## config.mk

```make
export PLATFORM = sky130hd
export DESIGN_NAME = seg_scan_driver
export DESIGN_NICKNAME = d
export VERILOG_FILES = /design/src/rtl/seg_pkg.sv /design/src/rtl/seg_hex_font.sv /design/src/rtl/seg_scan_driver.sv
export SDC_FILE = /design/constraint.sdc
export NUM_CORES = 1
export LEC_CHECK = 0
export CELL_PAD_IN_SITES_DETAIL_PLACEMENT = 2
export CELL_PAD_IN_SITES_GLOBAL_PLACEMENT = 2
export CORE_ASPECT_RATIO = 0.6
export CORE_MARGIN = 2
export CORE_UTILIZATION = 39
export CTS_CLUSTER_DIAMETER = 80
export DETAILED_ROUTE_END_ITERATION = 7
export GPL_ROUTABILITY_DRIVEN = 0
export HOLD_SLACK_MARGIN = 0.08
export PLACE_DENSITY_LB_ADDON = 0.1
export SLEW_MARGIN = 25
export SYNTH_ARGS = -nofsm -noshare
export SYNTH_HDL_FRONTEND = slang
export SYNTH_HIERARCHICAL = 1
export SYNTH_SLANG_ARGS = --single-unit
```

## constraint.sdc

```tcl
create_clock -name clk -period 6.2 [get_ports clk]
set_input_delay 1.24 -clock clk [delete_from_list [all_inputs] [get_ports clk]]
set_output_delay 1.24 -clock clk [all_outputs]
set_load 0.1 [all_outputs]
```

## src/rtl/seg_pkg.sv

```systemverilog
// Shared font, select and phase definitions for the 7-segment scan driver (active-low encodings).
package seg_pkg;

    typedef enum logic [1:0] {PH0, PH1, PH2, PH3} phase_t;

    localparam logic [7:0] SEG_BLANK = 8'hFF;
    localparam logic [7:0] SEL_OFF   = 8'hFF;

    // Index 0 is the rightmost entry: hex digits 0..F, dp always off.
    localparam logic [15:0][7:0] SEG_FONT = {
        8'h8E, 8'h86, 8'hA1, 8'hC6, 8'h83, 8'h88, 8'h90, 8'h80,
        8'hF8, 8'h82, 8'h92, 8'h99, 8'hB0, 8'hA4, 8'hF9, 8'hC0
    };

    // Phase n enables digit n of both banks: sel bits 7-n (bank A) and 3-n (bank B).
    localparam logic [3:0][7:0] SEL_ON = {8'hEE, 8'hDD, 8'hBB, 8'h77};

    function automatic phase_t next_phase(input phase_t p);
        return phase_t'(p + 2'd1);
    endfunction

    // Per-digit "show" mask for one 16-bit bank; digit 0 is always shown.
    function automatic logic [3:0] lzb_show(input logic [15:0] w);
        logic [3:0] s;
        s[3] = |w[15:12];
        s[2] = s[3] | (|w[11:8]);
        s[1] = s[2] | (|w[7:4]);
        s[0] = 1'b1;
        return s;
    endfunction

endpackage

```

## src/rtl/seg_hex_font.sv

```systemverilog
// Hex nibble to active-low 7-segment pattern. Latency: combinational.
// Backpressure: none.
module seg_hex_font
    import seg_pkg::*;
(
    input  logic [3:0] nibble,
    output logic [7:0] pattern
);

    assign pattern = SEG_FONT[nibble];

endmodule

```

## src/rtl/seg_scan_driver.sv

```systemverilog
// Two-bank 4-digit multiplexed 7-segment scanner; outputs registered, 1 clk after phase/blank state.
// Backpressure: none (load always accepted). Define SEG_LZB_EN for per-bank leading-zero blanking.
module seg_scan_driver
    import seg_pkg::*;
#(
    parameter int DIV            = 50000,
    parameter int SEG_ACTIVE_LOW = 1
) (
    input  logic        clk,
    input  logic        reset,
    input  logic [31:0] value,
    input  logic        load,
    output logic [7:0]  seg_a,
    output logic [7:0]  seg_b,
    output logic [7:0]  sel,
    output logic [1:0]  phase
);

    localparam int             PW       = (DIV > 1) ? $clog2(DIV) : 1;
    localparam logic [PW-1:0]  PRE_LAST = PW'(DIV - 1);
    localparam logic [7:0]     POL      = (SEG_ACTIVE_LOW != 0) ? 8'h00 : 8'hFF;

    logic [31:0]   shadow_q;
    logic [PW-1:0] presc_q;
    phase_t        phase_q;
    logic          blank_q;
    logic [3:0]    nib_a;
    logic [3:0]    nib_b;
    logic [7:0]    font_a;
    logic [7:0]    font_b;
    logic          show_a;
    logic          show_b;

    // Load resyncs the scan to digit 0 and wins over a coincident prescaler wrap.
    always_ff @(posedge clk or posedge reset) begin
        if (reset) begin
            shadow_q <= '0;
            presc_q  <= '0;
            phase_q  <= PH0;
            blank_q  <= 1'b1;
        end else if (load) begin
            shadow_q <= value;
            presc_q  <= '0;
            phase_q  <= PH0;
            blank_q  <= 1'b1;
        end else if (presc_q == PRE_LAST) begin
            presc_q  <= '0;
            phase_q  <= next_phase(phase_q);
            blank_q  <= 1'b1;
        end else begin
            presc_q  <= presc_q + PW'(1);
            blank_q  <= 1'b0;
        end
    end

`ifdef SEG_LZB_EN
    logic [7:0] lzb_q;

    always_ff @(posedge clk or posedge reset) begin
        if (reset) begin
            lzb_q <= 8'h11;
        end else if (load) begin
            lzb_q <= {lzb_show(value[31:16]), lzb_show(value[15:0])};
        end
    end

    assign show_a = lzb_q[{1'b0, phase_q}];
    assign show_b = lzb_q[{1'b1, phase_q}];
`else
    assign show_a = 1'b1;
    assign show_b = 1'b1;
`endif

    assign nib_a = shadow_q[{1'b0, phase_q, 2'b00} +: 4];
    assign nib_b = shadow_q[{1'b1, phase_q, 2'b00} +: 4];

    seg_hex_font u_font_a (.nibble(nib_a), .pattern(font_a));
    seg_hex_font u_font_b (.nibble(nib_b), .pattern(font_b));

    always_ff @(posedge clk or posedge reset) begin
        if (reset) begin
            sel   <= SEL_OFF ^ POL;
            seg_a <= SEG_BLANK ^ POL;
            seg_b <= SEG_BLANK ^ POL;
        end else if (blank_q) begin
            sel   <= SEL_OFF ^ POL;
            seg_a <= SEG_BLANK ^ POL;
            seg_b <= SEG_BLANK ^ POL;
        end else begin
            sel   <= SEL_ON[phase_q] ^ POL;
            seg_a <= (show_a ? font_a : SEG_BLANK) ^ POL;
            seg_b <= (show_b ? font_b : SEG_BLANK) ^ POL;
        end
    end

    assign phase = phase_q;

endmodule

```

[Yosys cells after proc, flatten, opt, wreduce, memory -nomap -nowiden]
Memory sizes are Yosys's and may differ from the RTL's.
Cells that the tools add are included.
Word-level totals
  bits in read-only memories: 256
  logic and storage cells: 31
  output and inout port bits: 26
  register bits: 75
  memories kept: 2
Memory list
  (name not given): depth 16, width 8, read ports 1, clocked after memory_dff 0, wr ports 0, RTL line seg_hex_font.sv:10  | assign pattern = SEG_FONT[nibble];
  (name not given): depth 16, width 8, read ports 1, clocked after memory_dff 0, wr ports 0, RTL line seg_hex_font.sv:10
Cells by class
  $lt $le $gt $ge: 3
  multiplexer cells: 13
  add/sub/neg operators: 2
  reduce and logical (&&, ||, !) cells: 1
  shift-type cells: 2
  eq/ne operators: 1
Operator list (number)
  two-way mux 8 bit: 6
  two-way mux 16 bit: 2
  variable part select 32 x 5 -> 4 bit: 1
  variable part select 32 x 6 -> 4 bit: 1
  adder 16 x 1 -> 16 bit (second input constant): 1
  binary-select mux 8 bit (select 2 bit): 1
  == test 16 bit (second input constant): 1
  less-than comparator 4 x 5 -> 1 bit (second input constant): 2
  two-way mux 2 bit: 2
  less-than comparator 2 x 3 -> 1 bit (second input constant): 1
  adder 2 x 1 -> 2 bit (second input constant): 1
  two-way mux 1 bit: 2
  nonzero test 2 bit: 1

[Depth between registers and ports, before layout]
  depth after elaboration: 4
  depth in mapped cells: 8

[Hierarchy]
The synthesis kept the hierarchy.
Modules (own cells, without submodules)
  seg_scan_driver: cells an instance 220, sequential area each 1803.0 um2, instances 1, area each 3042.9 um2
  seg_hex_font at u_font_a: cells an instance 34, sequential area each 0.0 um2, instances 1, area each 286.5 um2
  seg_hex_font at u_font_b: cells an instance 33, sequential area each 0.0 um2, instances 1, area each 286.5 um2

[Worst setup path after synthesis]
Ideal clock, no wire load.
  path kind: reg-to-reg
  start: register phase_q[0], in the netlist phase[0]
  end: register seg_a[3]
  arrival: 2.991 ns
  buffers on the path: 1
  setup time: 0.084 ns
  cell stages (with the launch flop): 8
  slack: 3.125 ns
  path through: dfrtp_1 > buf_2 > mux4_2 > inv_1 > ha_1 > inv_1 > mux4_1 > or2_2
On the way
  cells in the longest elaborated chain, start to end: 4
RTL lines
  start, declared: RTL line seg_scan_driver.sv:25  | phase_t phase_q;
  start signal, assigned: RTL line seg_scan_driver.sv:48  | phase_q <= next_phase(phase_q);
  variable part select 32 x 5 -> 4 bit: RTL line seg_scan_driver.sv:74  | assign nib_a = shadow_q[{1'b0, phase_q, 2'b00} +: 4];
  named net nib_a[0]: RTL line seg_scan_driver.sv:27  | logic [3:0] nib_a;
  memory read (16 x 8 bit)
  two-way mux 8 bit (implied by the code): RTL line seg_hex_font.sv:10
  named net font_a[3]: RTL line seg_scan_driver.sv:29  | logic [7:0] font_a;
  two-way mux 8 bit: RTL line seg_scan_driver.sv:85  | end else if (blank_q) begin
  end signal, assigned: RTL line seg_scan_driver.sv:83  | seg_a <= SEG_BLANK ^ POL;
  end signal, assigned: RTL line seg_scan_driver.sv:87  | seg_a <= SEG_BLANK ^ POL;
  end signal, assigned: RTL line seg_scan_driver.sv:91  | seg_a <= (show_a ? font_a : SEG_BLANK) ^ POL;
  end, declared: RTL line seg_scan_driver.sv:13  | output logic [7:0] seg_a,
The timed path passes the listed nets, and every way through them passes these cells. The select of a mux whose other input is x is not followed.
A chain may end at the register's enable or synchronous reset.

[Worst setup path in the final report]
  start: register phase_q[0], in the netlist phase[0]
  end: output port phase[0]
RTL lines
  end, declared: RTL line seg_scan_driver.sv:16  | output logic [1:0] phase
No word-level cell between the ends.

==> flow_summary.ini <==
[timing]
finClkSkew_ns = 0.00483
slew_headroom = 0.348
finalHoldViolations = 0
fmax_ghz = 0.274
min_period_ns = 3.66
rsz0062_at_grt = false
finalMaxSlewViolations = 0
fin_crit_sh = 0.590
tns_ns = 0
setup_viol = 0
worst_slack_ns = 2.54
worst_slew_pin_slew_ns = 0.974

[critical_path]
crit_slowest_cell = clkdlybuf4s50_1
required_ns = 4.96
critPathBufInv = 1
cp_max_fo = 13
worst_ep_arrival_time_ns = 2.42
cp-start-kind = flip-flop
setup.worst_path.class = reg2out
cp_cell_sequence = clkdlybuf4s50_1
cpPeakStageDelay_ns = 1.27
critPathTopFamily = buffers and inverters
critPathCaptureType = primary output

[synth]
synth.cell_area_um2 = 3620
synth_top_family_by_area = multiplexers
avgSynthCellArea_um2 = 12.6
synth_mux_area_frac = 0.196
ys.flop_type = dfrtp_1
synthCells = 287
yosysWarningCount = 6
synth-simple-area-share = 0.124
seq_area_frac_synth = 0.499
yosys_register_bits = 71
yosysUniqueCellTypes = 41
synth_fa_ha_area_frac = 0.0657
synth_compound_gate_area_share = 0.0242
synth_xor_area_frac = 0.0363
async_reset_ff_frac = 1.00
syn_nets = 341
synth_edf_count = 0

[clock_tree]
cts-root-buf = clkbuf_16
cts_tree = yes
clock_sinks = 71
cts_buffers = 9
clk_pin_slew_ns = 0.06
cts_buffer_depth = 2
h-tree-depth = 3
clock_latency_ns = 0.33
hold_buffers = 0
cts_setup_buffers = 0
cts_resized = 0

[placed_design]
pre_cts_ws_ns = 2.74
dp_hpwl_um = 5800
port_buffers = 60

[route]
drt_drc_violations_left = 0
drt-wirelength-per-cell_um = 17.8
vias_per_cell = 5.06
wl_um = 8150
vias = 2324
firstDrtPassIters = 3
drt_iter0_drc = 88
ant_nets = 0

[global_routing]
grt-ovfl-total = 0
grt_pass1_wl_um = 13700
gr-usage-all-layers = 0.178
grt_pass1_vias = 2533
antenna_found_initial = 0
grt_max_degree = 63

[hold_path]
hp-class = reg2reg

[floorplan]
die_h_um = 78.6
start_util = 0.398
core_area_um2 = 9090
placementRows = 27
die_w_um = 128
die-area_um2 = 10100
ioPinCount = 61

[power_and_ir_drop]
finalPower_mw = 1.31
power_density_nw_per_um2 = 288
irDropWorstVdd_mv = 0.154
p_leak_nw = 1.89

[run_status]
status = complete, no violations

[finish]
num_antenna_cells = 0
ff_latch_area_um2 = 1800
multi_input_area_um2 = 1620
syn_to_final_growth_pct = 25.3
layout.nets = 392
fillCellCount = 852
drive_above_1_share = 0.294

[flow_run]
cap_violations = 0
[final timing paths]
kind	start	endpoint	slack, ns	cells after the start
worst max register to register	phase[0]	seg_b[3]	3.48	6
worst max-delay path	phase[0]	phase[0]	2.54	1
max in group asynchronous	reset	shadow_q[18]	4.01	3
worst min-delay path	shadow_q[27]	shadow_q[27]	0.50	1
min in group asynchronous	reset	presc_q[3]	1.13	2
worst min register to register	shadow_q[27]	shadow_q[27]	0.50	1
[layout make-up]
cell class / instances / share of cell area
inverter: 12 / 0.00994
timing repair buffer: 62 / 0.136
clock inverter: 3 / 0.00497
clock buffer: 13 / 0.0619
tap: 116 / 0.0320
multi-input combinational: 182 / 0.357
sequential: 71 / 0.398
[synth_stat cells, types with 5 or more instances]
master,instances,area (um2)
nand4_1,6,37.5
mux2i_1,8,80.1
buf_6,5,56.3
clkbuf_1,6,22.5
nand3_1,5,25.0
or2_2,16,100
xnor2_1,11,96.3
mux2_2,34,383
dfrtp_1,50,1250
ha_1,19,238
nand2_1,5,18.8
dfstp_2,21,552
mux4_2,8,180
buf_4,6,45.0
inv_1,12,45.0
nor2_1,26,97.6
[through the flow]
step	utilization	area (um2)	std cells	hold slack, ns
floorplan	-	3620	287	0.463
global placement	0.465	4230	443	0.485
detailed placement	0.465	4230	443	0.494
CTS	0.499	4530	459	0.508
global route	0.499	4530	459	0.527
finish	0.499	4530	459	0.504
[cell families (layout without fill, tap and decap cells)]
family / Yosys count / in the layout
flip-flops: 71 / 71
AND/OR/NAND/NOR: 81 / 81
adder cells (fa/ha/maj): 19 / 19
buffers and inverters: 34 / 90
other: 2 / 2
XOR/XNOR: 15 / 15
multiplexers: 53 / 53
AO/OA/AOI/OAI: 12 / 12
[power breakdown]
part	switching, mW	internal, mW
clock	0.194	0.317
combinational	0.168	0.102
sequential	0.0181	0.508
[worst reg2reg max path: cells and delay by family, from the launching register on]
kind / cells / cell delay, ns
multiplexers: 2 / 1.16
flip-flops: 1 / 0.81
AND/OR/NAND/NOR: 1 / 0.29
buffers and inverters: 2 / 0.23
adder cells (fa/ha/maj): 1 / 0.16
[placed cells by master, fill, tap and decap left out, drive strengths merged, types with 5 or more instances in the layout]
cell and count:
xnor2 11, clkbuf 13, dfstp 21, nand3 5, mux2 35, nand4 6
dfrtp 50, nand2 5, mux2i 8, inv 14, mux4 10, or2 17
nor2 27, ha 19, clkdlybuf4s50 60
[state kept, by name, summed over array words and instances (netlist names)]
signal and flops:
phase 2, seg_a 8, shadow_q 32, blank_q 1, presc_q 16, sel 4
seg_b 8
[routing by layer]
metal  part of all wire  up-vias  global-route usage
li1                   -     1080                   -
met1               0.51     1186               0.254
met2               0.44       50               0.264
met3              0.042        8              0.0498
met4             0.0098        0              0.0527
met5                  0        -                   0
No activity file was read; power rests on OpenSTA's default activity.
